$ cat config.mk
export PLATFORM = sky130hd
export DESIGN_NAME = vga_sync_gen_flat
export DESIGN_NICKNAME = d
export VERILOG_FILES = /design/src/rtl/vga_pkg.sv /design/src/rtl/vga_sync_gen_if.sv /design/src/rtl/vga_sync_gen_pix_divider.sv /design/src/rtl/vga_sync_gen.sv /design/src/flat_wrapper.sv
export SDC_FILE = /design/constraint.sdc
export NUM_CORES = 1
export LEC_CHECK = 0
export CAP_MARGIN = 20
export CELL_PAD_IN_SITES_DETAIL_PLACEMENT = 1
export CELL_PAD_IN_SITES_GLOBAL_PLACEMENT = 1
export CORE_MARGIN = 1
export CORE_UTILIZATION = 28
export CTS_CLUSTER_SIZE = 20
export DETAILED_ROUTE_END_ITERATION = 8
export PLACE_DENSITY_LB_ADDON = 0.05
export SYNTH_ARGS = -nofsm -noshare
export SYNTH_HDL_FRONTEND = slang
export SYNTH_SLANG_ARGS = --single-unit
$ cat constraint.sdc
create_clock -name clk -period 4.2 [get_ports clk]
set_input_delay 0.63 -clock clk [delete_from_list [all_inputs] [get_ports clk]]
set_output_delay 0.63 -clock clk [all_outputs]
set_load 0.02 [all_outputs]
$ cat src/rtl/vga_pkg.sv
// Shared VGA timing and colour constants, plus a small window helper.
// The display-side block_controller imports the same package, so both ends
// agree on the 640x480@60 timing without duplicating numbers.
package vga_pkg;

    // Default pixel divider: system clocks per pixel (power of two, >= 2).
    localparam int unsigned VGA_CLK_DIV     = 4;

    // Horizontal timing, in pixels.
    localparam int unsigned VGA_H_TOTAL     = 800;
    localparam int unsigned VGA_H_SYNC      = 96;
    localparam int unsigned VGA_H_ACT_START = 144;
    localparam int unsigned VGA_H_ACT_END   = 783;

    // Vertical timing, in lines.
    localparam int unsigned VGA_V_TOTAL     = 525;
    localparam int unsigned VGA_V_SYNC      = 2;
    localparam int unsigned VGA_V_ACT_START = 35;
    localparam int unsigned VGA_V_ACT_END   = 514;

    // 12-bit RGB (4:4:4) colour constants.
    localparam logic [11:0] BLACK   = 12'h000;
    localparam logic [11:0] WHITE   = 12'hFFF;
    localparam logic [11:0] RED     = 12'hF00;
    localparam logic [11:0] GREEN   = 12'h0F0;
    localparam logic [11:0] BLUE    = 12'h00F;
    localparam logic [11:0] YELLOW  = 12'hFF0;
    localparam logic [11:0] MAGENTA = 12'hF0F;
    localparam logic [11:0] CYAN    = 12'h0FF;

    // Inclusive unsigned 10-bit range test used for the active window.
    function automatic logic in_range(input logic [9:0] val,
                                      input logic [9:0] lo,
                                      input logic [9:0] hi);
        return (val >= lo) && (val <= hi);
    endfunction

endpackage

$ cat src/rtl/vga_sync_gen_if.sv
// Bundle between the sync generator and the renderer/DAC side.
// Strobe semantics: pix_en is a one-clk qualifier, high once per pixel
// period. hCount/vCount/bright change only in the clk after a pix_en and are
// stable in between; the renderer presents rgb_in combinationally from
// hCount/vCount and the generator captures it on pix_en (no back-pressure,
// the pixel stream never stalls). line_tick/frame_tick are single-clk pulses.
interface vga_sync_gen_if;
    logic [11:0] rgb_in;
    logic [9:0]  hCount;
    logic [9:0]  vCount;
    logic        bright;
    logic        pix_en;
    logic        hSync;
    logic        vSync;
    logic [11:0] rgb_out;
    logic        frame_tick;
    logic        line_tick;

    // Generator side: drives timing and the registered pixel.
    modport master (
        input  rgb_in,
        output hCount, vCount, bright, pix_en,
        output hSync, vSync, rgb_out, frame_tick, line_tick
    );

    // Renderer/DAC side: supplies colour, consumes timing.
    modport slave (
        output rgb_in,
        input  hCount, vCount, bright, pix_en,
        input  hSync, vSync, rgb_out, frame_tick, line_tick
    );
endinterface

$ cat src/rtl/vga_sync_gen_pix_divider.sv
// Pixel-rate divider: free-running 0..CLK_DIV-1 counter; pix_en marks the
// last clk of each pixel period so the first strobe after reset lands on the
// CLK_DIV-th clk.
module pix_divider #(
    parameter int unsigned CLK_DIV = 4
) (
    input  logic clk,
    input  logic rst,
    output logic pix_en_o
);
    localparam int unsigned   DW       = $clog2(CLK_DIV);
    localparam logic [DW-1:0] DIV_LAST = DW'(CLK_DIV - 1);

    logic [DW-1:0] div_q;
    logic [DW-1:0] div_d;

    // Next divider value: wrap explicitly at CLK_DIV-1.
    always_comb begin
        div_d = (div_q == DIV_LAST) ? '0 : div_q + 1'b1;
    end

    // Divider register, cleared by reset.
    always_ff @(posedge clk) begin
        if (rst) begin
            div_q <= '0;
        end else begin
            div_q <= div_d;
        end
    end

    // Strobe decoded straight from the register; it is 0 while div_q is 0.
    assign pix_en_o = (div_q == DIV_LAST);

endmodule

$ cat src/rtl/vga_sync_gen.sv
// VGA sync generator: pixel/line counters, zero-latency active-window flag,
// and a one-pixel-latency output stage that keeps rgb_out, hSync and vSync
// aligned with each other for the DAC.
module vga_sync_gen
    import vga_pkg::*;
#(
    parameter int unsigned CLK_DIV     = VGA_CLK_DIV,
    parameter int unsigned H_TOTAL     = VGA_H_TOTAL,
    parameter int unsigned H_SYNC      = VGA_H_SYNC,
    parameter int unsigned H_ACT_START = VGA_H_ACT_START,
    parameter int unsigned H_ACT_END   = VGA_H_ACT_END,
    parameter int unsigned V_TOTAL     = VGA_V_TOTAL,
    parameter int unsigned V_SYNC      = VGA_V_SYNC,
    parameter int unsigned V_ACT_START = VGA_V_ACT_START,
    parameter int unsigned V_ACT_END   = VGA_V_ACT_END
) (
    input  logic           clk,
    input  logic           rst,
    vga_sync_gen_if.master vga
);
    // All counter comparisons are unsigned 10-bit.
    localparam logic [9:0] H_LAST   = 10'(H_TOTAL - 1);
    localparam logic [9:0] V_LAST   = 10'(V_TOTAL - 1);
    localparam logic [9:0] H_SYNC_W = 10'(H_SYNC);
    localparam logic [9:0] V_SYNC_W = 10'(V_SYNC);
    localparam logic [9:0] H_ACT_LO = 10'(H_ACT_START);
    localparam logic [9:0] H_ACT_HI = 10'(H_ACT_END);
    localparam logic [9:0] V_ACT_LO = 10'(V_ACT_START);
    localparam logic [9:0] V_ACT_HI = 10'(V_ACT_END);

    logic        pix_en;
    logic        bright;

    logic [9:0]  hcount_q, hcount_d;
    logic [9:0]  vcount_q, vcount_d;
    logic [11:0] rgb_q, rgb_d;
    logic        hsync_q, hsync_d;
    logic        vsync_q, vsync_d;
    logic        line_tick_q, line_tick_d;
    logic        frame_tick_q, frame_tick_d;

    pix_divider #(
        .CLK_DIV (CLK_DIV)
    ) u_pix_divider (
        .clk      (clk),
        .rst      (rst),
        .pix_en_o (pix_en)
    );

    // Counter next-state: advance one pixel per strobe, wrap at the totals.
    always_comb begin
        hcount_d = hcount_q;
        vcount_d = vcount_q;
        if (pix_en) begin
            if (hcount_q == H_LAST) begin
                hcount_d = '0;
                vcount_d = (vcount_q == V_LAST) ? '0 : vcount_q + 10'd1;
            end else begin
                hcount_d = hcount_q + 10'd1;
            end
        end
    end

    // Active window from the current counters, no register in between.
    assign bright = in_range(hcount_q, H_ACT_LO, H_ACT_HI) &&
                    in_range(vcount_q, V_ACT_LO, V_ACT_HI);

    // Output stage inputs and tick decode, evaluated on the current pixel.
    always_comb begin
        rgb_d        = bright ? vga.rgb_in : BLACK;
        hsync_d      = ~(hcount_q < H_SYNC_W);
        vsync_d      = ~(vcount_q < V_SYNC_W);
        line_tick_d  = pix_en && (hcount_q == H_LAST);
        frame_tick_d = line_tick_d && (vcount_q == V_ACT_HI);
    end

    // Counters, output stage and tick registers; reset aborts the frame.
    always_ff @(posedge clk) begin
        if (rst) begin
            hcount_q     <= '0;
            vcount_q     <= '0;
            rgb_q        <= BLACK;
            hsync_q      <= 1'b1;
            vsync_q      <= 1'b1;
            line_tick_q  <= 1'b0;
            frame_tick_q <= 1'b0;
        end else begin
            hcount_q     <= hcount_d;
            vcount_q     <= vcount_d;
            line_tick_q  <= line_tick_d;
            frame_tick_q <= frame_tick_d;
            if (pix_en) begin
                rgb_q   <= rgb_d;
                hsync_q <= hsync_d;
                vsync_q <= vsync_d;
            end
        end
    end

    assign vga.hCount     = hcount_q;
    assign vga.vCount     = vcount_q;
    assign vga.bright     = bright;
    assign vga.pix_en     = pix_en;
    assign vga.hSync      = hsync_q;
    assign vga.vSync      = vsync_q;
    assign vga.rgb_out    = rgb_q;
    assign vga.line_tick  = line_tick_q;
    assign vga.frame_tick = frame_tick_q;

endmodule

$ cat src/flat_wrapper.sv
// flat-port wrapper written by rule: the top's interface ports become plain ports
module vga_sync_gen_flat import vga_pkg::*;
#(
    parameter int unsigned CLK_DIV     = VGA_CLK_DIV,
    parameter int unsigned H_TOTAL     = VGA_H_TOTAL,
    parameter int unsigned H_SYNC      = VGA_H_SYNC,
    parameter int unsigned H_ACT_START = VGA_H_ACT_START,
    parameter int unsigned H_ACT_END   = VGA_H_ACT_END,
    parameter int unsigned V_TOTAL     = VGA_V_TOTAL,
    parameter int unsigned V_SYNC      = VGA_V_SYNC,
    parameter int unsigned V_ACT_START = VGA_V_ACT_START,
    parameter int unsigned V_ACT_END   = VGA_V_ACT_END
)
  (clk, rst, vga_rgb_in, vga_hCount, vga_vCount, vga_bright, vga_pix_en, vga_hSync, vga_vSync, vga_rgb_out, vga_frame_tick, vga_line_tick);
  vga_sync_gen_if vga_i ();
  input  logic clk;
  input  logic rst;
  input wire logic [$bits(vga_i.rgb_in)-1:0] vga_rgb_in;
  output wire logic [$bits(vga_i.hCount)-1:0] vga_hCount;
  output wire logic [$bits(vga_i.vCount)-1:0] vga_vCount;
  output wire logic [$bits(vga_i.bright)-1:0] vga_bright;
  output wire logic [$bits(vga_i.pix_en)-1:0] vga_pix_en;
  output wire logic [$bits(vga_i.hSync)-1:0] vga_hSync;
  output wire logic [$bits(vga_i.vSync)-1:0] vga_vSync;
  output wire logic [$bits(vga_i.rgb_out)-1:0] vga_rgb_out;
  output wire logic [$bits(vga_i.frame_tick)-1:0] vga_frame_tick;
  output wire logic [$bits(vga_i.line_tick)-1:0] vga_line_tick;
  assign vga_i.rgb_in = vga_rgb_in;
  assign vga_hCount = vga_i.hCount;
  assign vga_vCount = vga_i.vCount;
  assign vga_bright = vga_i.bright;
  assign vga_pix_en = vga_i.pix_en;
  assign vga_hSync = vga_i.hSync;
  assign vga_vSync = vga_i.vSync;
  assign vga_rgb_out = vga_i.rgb_out;
  assign vga_frame_tick = vga_i.frame_tick;
  assign vga_line_tick = vga_i.line_tick;
  vga_sync_gen #(.CLK_DIV(CLK_DIV), .H_TOTAL(H_TOTAL), .H_SYNC(H_SYNC), .H_ACT_START(H_ACT_START), .H_ACT_END(H_ACT_END), .V_TOTAL(V_TOTAL), .V_SYNC(V_SYNC), .V_ACT_START(V_ACT_START), .V_ACT_END(V_ACT_END)) u_core (.clk(clk), .rst(rst), .vga(vga_i));
endmodule
# Yosys cells after proc, flatten, opt, wreduce, memory -nomap -nowiden

Cells that the tools add are included.

Register bits: 38
Logic and storage cells: 33
Output and inout port bits: 38
Input bits: 14

Eq/ne operators: 4
Bitwise logic cells: 2
$lt $le $gt $ge: 6
Muxes and demuxes: 3
Add/subtract/negate cells: 3
Reduce and logical (&&, ||, !) cells: 7

Operators by type and width:

| cell                  | count |
|---|---|
| $eq 10x10->1 const B  | 3 |
| $add 10x1->10 const B | 2 |
| $le 10x10->1 const B  | 2 |
| $mux 10               | 2 |
| $mux 12               | 1 |
| $ge 10x6->1 const B   | 1 |
| $ge 10x8->1 const B   | 1 |
| $lt 10x2->1 const B   | 1 |
| $lt 10x7->1 const B   | 1 |
| $logic_and 1x1->1     | 5 |
| $add 2x1->2 const B   | 1 |
| $eq 2x2->1 const B    | 1 |
| $not 1->1             | 2 |
| $reduce_and 2->1      | 1 |
| $reduce_or 2->1       | 1 |

# Depth between registers and ports, before layout

Word-level depth: 4
Depth in mapped cells: 6
Gate-level depth less buffers: 5

# Modules after synthesis

Synthesis repeated with hierarchy kept, for this count alone.

Cell total of the unflattened synthesis: 206
Area total of the unflattened synthesis: 1,953.1 sq um

Modules (own cells, without submodules):

| module       | area each (sq um) | times used | cells an instance | sequential area each (sq um) |
|---|---|---|---|---|
| vga_sync_gen | 1,878.1           | 1          | 201               | 720.7 |
| pix_divider  | 75.1              | 1          | 5                 | 40.0 |

# Worst setup path before layout

OpenSTA, ideal clock, no wires.

Path kind: reg-to-output
Start: reg u_core.vcount_q[0] (netlist: u_core.vga.vCount[0])
End: out vga_bright
Arrival time: 1.814 ns
Path slack: 1.756 ns
Required time: 3.570 ns
Path buffers: 1
Stages on the path, launching flop included: 7
Cells stage by stage: dfxtp_1 inv_1 ha_1 o2111a_1 o211ai_1 clkbuf_1 inv_1

Longest elaborated chain between the ends: 3
Elaborated cells on any way between the ends: 4
Classes of those cells: order compare (2); reduce/logical (2)

RTL lines:

| item                                               | RTL line           | source |
|---|---|---|
| start, declared                                    | vga_sync_gen.sv:35 | `logic [9:0] vcount_q, vcount_d;` |
| start signal, assigned                             | vga_sync_gen.sv:89 | `vcount_q <= vcount_d;` |
| $ge 10x6->1 / $le 10x10->1 (equally long branches) | vga_pkg.sv:35      | `return (val >= lo) && (val <= hi);` |
| $logic_and 1x1->1 *                                | vga_pkg.sv:35      |  |
| $logic_and 1x1->1 *                                | vga_sync_gen.sv:65 | `assign bright = in_range(hcount_q, H_ACT_LO, H_ACT_HI) &&` |
| end, declared                                      | flat_wrapper.sv:21 | `output wire logic [$bits(vga_i.bright)-1:0] vga_bright;` |

Every way passes the cells marked *; elsewhere a longest branch is shown, timed or not.

# Worst setup path in the final report

Start: reg u_core.hcount_q[5] (netlist: u_core.vga.hCount[5])
End: out vga_bright

Longest elaborated chain between the ends: 3
Elaborated cells on any way between the ends: 4
Classes of those cells: order compare (2); reduce/logical (2)

RTL lines:

| item                                               | RTL line           | source |
|---|---|---|
| start, declared                                    | vga_sync_gen.sv:34 | `logic [9:0] hcount_q, hcount_d;` |
| start signal, assigned                             | vga_sync_gen.sv:88 | `hcount_q <= hcount_d;` |
| $ge 10x8->1 / $le 10x10->1 (equally long branches) | vga_pkg.sv:35      |  |
| $logic_and 1x1->1 *                                | vga_pkg.sv:35      |  |
| $logic_and 1x1->1 *                                | vga_sync_gen.sv:65 |  |

Marked as above.

==> flow_metrics.tcl <==
set metrics [dict create \
    outcome "complete, no violations" \
    regArea_um2 760.7 \
    grt_max_degree 29 \
    antenna_found_initial 0 \
    drive_gt1_frac 0.05792 \
    max_stage_delay_ps 590 \
    die-area_um2 6723 \
    worstPathCellList "or2_1 > o311ai_0 > o211ai_1 > buf_4 > inv_1 > clkdlybuf4s50_1" \
    area_growth_pct 35.61 \
    first_global_vias 1620 \
    worst_ir_drop_vdd_uv 120.5 \
    synthAdderAreaFrac 0.04190 \
    clkLatencyLatePin_ps 290 \
    timing.slew.headroom 0.4968 \
    final_antenna_net_count 0 \
    seq_area_frac_synth 0.4246 \
    synth.distinct_cells 35 \
    holdCritPathClass "reg -> reg" \
    rsz0062_at_grt "false" \
    async_flop_share 0 \
    port_buffers 51 \
    ys.warnings.count 0 \
    crit_fanout 13 \
    place_inst 327 \
    power.density_nw_per_um2 271.1 \
    avgSynthCellArea_um2 8.452 \
    grt_util_met3 0.03778 \
    critPathArrivalTime_ps 2390 \
    cts-buffers-inserted 5 \
    finalNetCount 279 \
    ctsHoldBuffers 0 \
    yosys_most_used_dff "dfxtp_1" \
    drv_cap 0 \
    grt_usage 0.1650 \
    ys_ff_latch 38 \
    drcViolationCount 0 \
    post_cts.repair.setup_buffers 0 \
    tightest_slew_ps 750.2 \
    synth_area_leaders "dfxtp_1 42%, o31ai_1 5.9%, nand2_1 5.7%, nand3_1 5.3%, xnor2_1 4.4%" \
    globalplace.congestion 0.7301 \
    synth-simple-area-share 0.2772 \
    min_period_over_period 0.7195 \
    rows 28 \
    yosysTopAreaCellShare 0.4246 \
    synth_nets 232 \
    syn_inst 212 \
    cts_buffer_depth 2 \
    grt-ovfl-total 0 \
    synth_compound_area_frac 0.1439 \
    crit_type "reg -> out" \
    io_pins 52 \
    finalMaxSlewViolations 0 \
    vias 1715 \
    cp.required_ps 3570 \
    cts_tree "yes" \
    synth-edff-count 0 \
    fmax_mhz 330.9 \
    wl_per_cell_um 15.71 \
    muxShareOfSynthArea 0 \
    finalSetupViolCount 0 \
    fill_cells 745 \
    clockRootBuffer "clkbuf_8" \
    place_hpwl_um 3641 \
    drt-pass1-iter-count 4 \
    cts_resized 0 \
    synth_commonest_cells "38 x dfxtp_1, 27 x nand2_1, 19 x nand3_1, 14 x o31ai_1, 12 x clkbuf_1" \
    cts.sinks 38 \
    multi_input_area_um2 925.9 \
    crit_path_start_kind "register" \
    clk_pin_slew_ps 80 \
    tns_ps 0 \
    synth_xor_area_frac 0.05377 \
    synth_top_family_by_area "simple AND/OR/NAND/NOR gates" \
    finalCriticalPeriod_ps 3022 \
    grtUsageMet1 0.2354 \
    clock_skew_ps 4.339 \
    cp-end-kind "primary output" \
    fin_cells 334 \
    synth_area_um2 1792 \
    yosys.area.top_type "dfxtp_1" \
    num_antenna_cells 0 \
    yosysMostFrequentCell "dfxtp_1" \
    leakagePower_nw 0.7830 \
    core_um2 6061 \
    die_y_um 82.00 \
    viasPerCell 5.135 \
    grt.busiest_layer "met2" \
    slowest_stage "clkdlybuf4s50_1" \
    cts.htree.levels 2 \
    routed_wl_um 5246 \
    hold_viol_final 0 \
    dr.first_iter.drc_count 72 \
    start_util 0.2956 \
    grt_first_pass_wirelength_um 8321 \
    die_x_um 82.00 \
    grt_use_met2 0.2446 \
]
[worst max-delay path, delay by kind of cell, from the launching register on]
family	cells	cell delay, ps
AND/OR/NAND/NOR	1	370
flip-flops	1	360
AO/OA/AOI/OAI	2	500
buffers and inverters	3	860
[power by group]
| part | switching [mW] | total (mW) | internal [mW] | leakage, nW |
|---|---|---|---|---|
| clock network | 0.131 | 0.242 | 0.112 | 0.0438 |
| logic | 0.0268 | 0.0487 | 0.0219 | 0.433 |
| registers | 0.00312 | 0.368 | 0.365 | 0.307 |
[registers in the layout, summed over array words and instances (netlist names)]
name                        count
u_core.vga.vSync                1
u_core.u_pix_divider.div_q      2
u_core.vga.hCount              10
u_core.vga.frame_tick           1
u_core.vga.vCount              10
u_core.vga.line_tick            1
u_core.vga.hSync                1
u_core.vga.rgb_out             12
[path summary, 6_finish.rpt]
path / from / depth (start not counted) / slack (ps) / to
setup / recovery: u_core.vga.hCount[5] / 6 / 1180 / vga_bright
setup reg to reg: u_core.vga.hCount[0] / 5 / 1590 / u_core.vga.vCount[0]
hold / removal: u_core.u_pix_divider.div_q[0] / 1 / 450 / u_core.u_pix_divider.div_q[0]
hold reg to reg: u_core.u_pix_divider.div_q[0] / 1 / 450 / u_core.u_pix_divider.div_q[0]
[cell usage in the layout, fill, tap and decap left out, types with 6 or more instances in the layout]
cell type	n
clkdlybuf4s50_1	51
dfxtp_1	38
nand2_1	27
nand3_1	19
o31ai_1	14
nor3_1	11
nor2_1	11
inv_1	10
a21oi_1	9
xnor2_1	9
nor4_1	8
ha_1	6
[logic make-up (layout without fill, tap and decap cells)]
group	count (synthesis)	after routing
AOI/OAI and AO/OA	37	37
xor gates and xnor gates	11	11
adders and majority gates	6	6
buffers and inverters	24	71
DFF	38	38
and+or+nand+nor	96	96
[final cells by class]
cell class,instances,area share
sequential,38,0.3131
clock buffer,5,0.02832
timing repair buffer,54,0.2194
multi-input combinational,150,0.3811
clock inverter,2,0.004119
inverter,10,0.01545
tap,75,0.03862
[metal layers]
| layer | vias to the layer above | share of wire |
|---|---|---|
| li1 | 852 | - |
| met4 | 0 | 0.011 |
| met5 | - | 0 |
| met2 | 42 | 0.43 |
| met1 | 815 | 0.52 |
| met3 | 6 | 0.046 |
[per-stage QoR]
stage	cell area (um2)	power (mW)	utilization	worst slack, ps	hold WS [ps]
2_1_floorplan	1792	0.3989	-	1756	404.3
3_3_place_gp	2351	0.4255	0.3879	1509	425.8
3_5_place_dp	2351	0.4258	0.3879	1468	452.4
4_1_cts	2430	0.6690	0.4009	1144	463.4
5_1_grt	2430	0.6907	0.4009	1033	503.0
6_report	2430	0.6587	0.4009	1178	454.6
Note: power is estimated with default switching activity, not from simulation.
